--- config.mk ---
export PLATFORM = sky130hd
export DESIGN_NAME = ring_counter_param
export DESIGN_NICKNAME = d
export VERILOG_FILES = /design/src/rtl/ring_counter_param.sv
export SDC_FILE = /design/constraint.sdc
export NUM_CORES = 1
export LEC_CHECK = 0
export ABC_CLOCK_PERIOD_IN_PS = 3800
export CAP_MARGIN = 25
export CORE_AREA = 2 2 39 41
export CTS_BUF_LIST = sky130_fd_sc_hd__clkbuf_2 sky130_fd_sc_hd__clkbuf_4 sky130_fd_sc_hd__clkbuf_8
export DETAILED_ROUTE_END_ITERATION = 10
export DIE_AREA = 0 0 41 43
export GPL_TIMING_DRIVEN = 0
export HOLD_SLACK_MARGIN = 0.1
export PLACE_DENSITY_LB_ADDON = 0.3
export SETUP_SLACK_MARGIN = 0.02
export SLEW_MARGIN = 20
export SYNTH_ARGS = -nofsm -noshare
export SYNTH_HDL_FRONTEND = slang
export SYNTH_SLANG_ARGS = --single-unit
export TNS_END_PERCENT = 1
--- constraint.sdc ---
create_clock -name clk -period 3.8 [get_ports clk]
set_input_delay 0.76 -clock clk [delete_from_list [all_inputs] [get_ports clk]]
set_output_delay 0.76 -clock clk [all_outputs]
set_load 0.1 [all_outputs]
--- src/rtl/ring_counter_param.sv ---
// ring_counter_param
// Shift-register phase/slot generator. Runs as a one-hot ring or a Johnson
// (twisted-ring) counter, selected per edge by `mode`. Supports up/down,
// clock enable and parallel load. Any state that is illegal for the current
// mode is replaced by 0...01 on the next enabled edge, flagged by `err`.
// `wrap` marks the cycle after a legal step lands on the mode's home state.

module ring_counter_param #(
    parameter int WIDTH = 4
) (
    input  logic             clk,
    input  logic             rst,
    input  logic             en,
    input  logic             dir,
    input  logic             mode,
    input  logic             load,
    input  logic [WIDTH-1:0] load_val,
    output logic [WIDTH-1:0] q,
    output logic             wrap,
    output logic             err
);

    // Catch an unsupported width at elaboration instead of building odd logic.
    if (WIDTH < 2 || WIDTH > 32) begin : g_bad_width
        $error("ring_counter_param: WIDTH must be in 2..32");
    end

    // 0...01 is legal in both modes, so it doubles as reset and recovery state.
    localparam logic [WIDTH-1:0] RESET_STATE  = WIDTH'(1);
    localparam logic [WIDTH-1:0] HOME_RING    = WIDTH'(1);
    localparam logic [WIDTH-1:0] HOME_JOHNSON = '0;
    localparam logic [WIDTH-2:0] DIFF_ONE     = (WIDTH-1)'(1);

    logic [WIDTH-1:0] r_q;
    logic             r_wrap;
    logic             r_err;

    logic [WIDTH-2:0] w_diff;
    logic             w_ring_legal;
    logic             w_john_legal;
    logic             w_legal;
    logic [WIDTH-1:0] w_rot;
    logic [WIDTH-1:0] w_home;
    logic [WIDTH-1:0] w_q_next;
    logic             w_wrap_next;
    logic             w_err_next;

    // Legality of the current state under the currently selected mode.
    // Ring: exactly one bit set (non-zero and a power of two).
    // Johnson: adjacent-bit differences form at most one edge, i.e. the
    // difference vector has zero or one bit set.
    always_comb begin
        w_diff       = r_q[WIDTH-2:0] ^ r_q[WIDTH-1:1];
        w_ring_legal = (r_q != '0) && ((r_q & (r_q - WIDTH'(1))) == '0);
        w_john_legal = ((w_diff & (w_diff - DIFF_ONE)) == '0);
        w_legal      = mode ? w_john_legal : w_ring_legal;
    end

    // Candidate rotated state; Johnson inverts the bit fed back around the ring.
    always_comb begin
        w_rot = r_q;
        case ({mode, dir})
            2'b00:   w_rot = {r_q[WIDTH-2:0], r_q[WIDTH-1]};
            2'b01:   w_rot = {r_q[0], r_q[WIDTH-1:1]};
            2'b10:   w_rot = {r_q[WIDTH-2:0], ~r_q[WIDTH-1]};
            2'b11:   w_rot = {~r_q[0], r_q[WIDTH-1:1]};
            default: w_rot = r_q;
        endcase
        w_home = mode ? HOME_JOHNSON : HOME_RING;
    end

    // Next-state selection: load beats enable, enable beats hold.
    // A correction replaces the step entirely, so it never raises wrap.
    always_comb begin
        w_q_next    = r_q;
        w_wrap_next = 1'b0;
        w_err_next  = 1'b0;
        if (load) begin
            w_q_next = load_val;
        end else if (en) begin
            if (!w_legal) begin
                w_q_next   = RESET_STATE;
                w_err_next = 1'b1;
            end else begin
                w_q_next    = w_rot;
                w_wrap_next = (w_rot == w_home);
            end
        end
    end

    // State and strobe registers; strobes self-clear on any non-triggering edge.
    always_ff @(posedge clk or posedge rst) begin
        if (rst) begin
            r_q    <= RESET_STATE;
            r_wrap <= 1'b0;
            r_err  <= 1'b0;
        end else begin
            r_q    <= w_q_next;
            r_wrap <= w_wrap_next;
            r_err  <= w_err_next;
        end
    end

    assign q    = r_q;
    assign wrap = r_wrap;
    assign err  = r_err;

endmodule

==> metrics <==
Die Ht about 43 um; Clk Latency, worst-skew pair approximately 0.25 ns; # fillers approximately 140; final wirelength between 900 and 1000 um; element type at the critical path end output port; crit path max-delay cell type clkdlybuf4s50_1; NetSw ~0.00012 W; Netlist Area Pre-Place just under 500 um^2; Initial DRT Pass Iterations 4; gpl congestion between 0.6 and 0.7; register share of total power 0.294; vias after detailed routing between 400 and 500; Data required, critical path just over 3 ns; Leak Pwr roughly 0.28 nW; core area around 0.0014 mm^2; antenna violations before repair 0; post-CTS setup buffer count 0; Int Pwr between 0.00015 and 0.0002 W; final core area utilization 0.479; critical path data arrival time about 2 ns; PD cells between 400 and 500 mW/mm^2; largest net degree at the start of global routing 10; layout cells sized above 1 0.129; RSZ-0062 raised after global routing false; hold path depth 1; CP max FO 7; total grt overflow 0; Clock Skews 0.0102 ns; Worst path max stage delay approximately 1.2 ns; Final Max Slew Viols 0; Routed Antenna Nets 0; Post-route DRC 0; I/O pin count 16; switch share 0.419; final hold vios 0; clk sink count 6; Synth area leader dfrtp_1; worst path bufs/invs 1; Final period util 0.725; Fmax approximately 0.36 GHz; root buffer cell clkbuf_4; WS Path Type reg -> out; CP delay by family, top buffers and inverters; r2r endpoint wrap; initial core utilization 0.356; cell row count 14; Post-Route Setup TNS 0 ns; first-pass GRT wire length about 1700 um; worst-margin pin slew around 0.97 ns; Avg WL per Cell 11.2 um; worst-path cell chain clkdlybuf4s50_1; sequential area share after synthesis 0.307; Worst Hold Path EP wrap; area growth from synthesis to layout 34.5%; Longest Clk Path Bufs 2; synth unique cells 23; Max-Cap Viols 0; final setup violating endpoints 0; post-synth top area share 0.254; number of global-route vias before repair 400; VDD IR-drop max 0.223 mV; Avg Cell Area, Syn a little over 9 um^2; Logic pwr share 0.451; status finished clean; FF-to-FF path depth 6; power share of the clock group 0.255; Starting DRT DRC Count 7; CTS tree done; yosys warns 0; all-layer global routing usage 0.141; Via-to-Cell Ratio between 5 and 6; hold path start q[2]; Synth area leaders dfrtp_1 (25%), ha_1 (13%), a21oi_1 (6.1%); reg2reg setup slack roughly 1.6 ns; cts repair resizes 0; Setup crit start kind flop; DP Wirelength around 800 um; minimum clock period approximately 2.8 ns; Synth Instances between 50 and 60; Reg-to-Reg Start q[0]; # hold bufs at CTS 0; TritonCTS Buffers 3; fin nets 86; synthesized net count between 60 and 70; port bufs 12; Max transition margin 0.350; die area about 0.0018 mm^2; Die W ~41 um; number of inserted diodes 0; Clk pin slew, worst setup/hold paths around 0.05 ns; H-tree lvl count 1; Yosys reg bits 6; HP Class reg -> reg
-- kinds of logic after synthesis --
group | Yosys count | share of synthesized area
flops | 6 | 0.307
buf+inv | 8 | 0.0609
xor+xnor | 2 | 0.0355
simple gates | 12 | 0.117
compound gates | 18 | 0.289
mux | 3 | 0.0635
fa+ha+maj | 5 | 0.127
-- cells in the final DEF, fill, tap and decap left out --
cell / n
a2111oi_2: 1
a2111oi_4: 1
a21bo_1: 1
a21oi_1: 6
a41oi_1: 1
buf_1: 1
clkbuf_1: 2
clkbuf_4: 4
clkdlybuf4s50_1: 12
dfrtp_1: 5
dfstp_2: 1
ha_1: 5
inv_1: 5
mux2_2: 1
mux2i_1: 2
nand2_1: 2
nand2b_1: 1
nor2_1: 4
nor3_1: 4
nor4b_1: 1
o21a_1: 2
o21ai_0: 5
o21bai_2: 1
xnor2_1: 1
xor2_1: 1
-- power by group through the flow --
stage / Clock (W) / Combinational (W) / Sequential, W
6_report: 0.0000700 / 0.000124 / 0.0000810
3_3_place_gp: 0 / 0.000123 / 0.0000820
4_1_cts: 0.0000728 / 0.000125 / 0.0000813
2_1_floorplan: 0 / 0.0000504 / 0.000126
3_5_place_dp: 0 / 0.000124 / 0.0000822
5_1_grt: 0.0000779 / 0.000134 / 0.0000829
-- stage by stage --
step / instances / total power, W / setup WS (ns) / area, um^2 / hold slack [ns]
final: 86 / 0.000275 / 1.05 / 663 / 0.518
after global routing: 86 / 0.000295 / 0.995 / 663 / 0.572
after CTS: 86 / 0.000279 / 1.02 / 663 / 0.528
after detailed placement: 82 / 0.000207 / 1.29 / 633 / 0.532
after global placement: 82 / 0.000205 / 1.29 / 633 / 0.532
after floorplan: 54 / 0.000176 / 1.17 / 493 / 0.550
-- Yosys cell counts --
cell type  count
nor3_1         4
inv_1          5
o21ai_0        5
a2111oi_2      1
a41oi_1        1
clkbuf_1       2
o21a_1         2
ha_1           5
a21oi_1        6
nor2_1         4
buf_1          1
nand2b_1       1
o21bai_2       1
xor2_1         1
mux2i_1        2
xnor2_1        1
a21bo_1        1
dfstp_2        1
dfrtp_1        5
nor4b_1        1
mux2_2         1
a2111oi_4      1
nand2_1        2
-- flip-flops by register name, summed over array words and instances, names as in the netlist --
register	count
wrap	1
err	1
q	4
-- how the worst max path moves through the flow --
stage,start,to,slack (ns),cells after the start
after floorplan,q[1],wrap,1.17,6
after global placement,q[0],q[0],1.29,1
after detailed placement,q[0],q[0],1.29,1
after CTS,q[0],q[0],1.02,1
after global routing,q[0],q[0],1.0,1
final,q[0],q[0],1.05,1
-- layout make-up --
class | instances | area [um^2] | share of cell area
multi-input combinational | 40 | 312 | 0.470
sequential | 6 | 151 | 0.228
buffer | 3 | 11.3 | 0.0170
inverter | 5 | 18.8 | 0.0283
timing repair buffer | 12 | 120 | 0.181
tap | 16 | 20.0 | 0.0302
clock buffer | 4 | 30.0 | 0.0453
-- layer usage --
| metal | wire (um) | share of wire | GRT usage |
|---|---|---|---|
| met1 | 429 | 0.45 | 0.178 |
| met2 | 476 | 0.49 | 0.219 |
| met3 | 58 | 0.060 | 0.0628 |
| met4 | 0 | 0 | 0.0200 |
| met5 | 0 | 0 | 0 |
No activity file was read; power rests on OpenSTA's default activity.
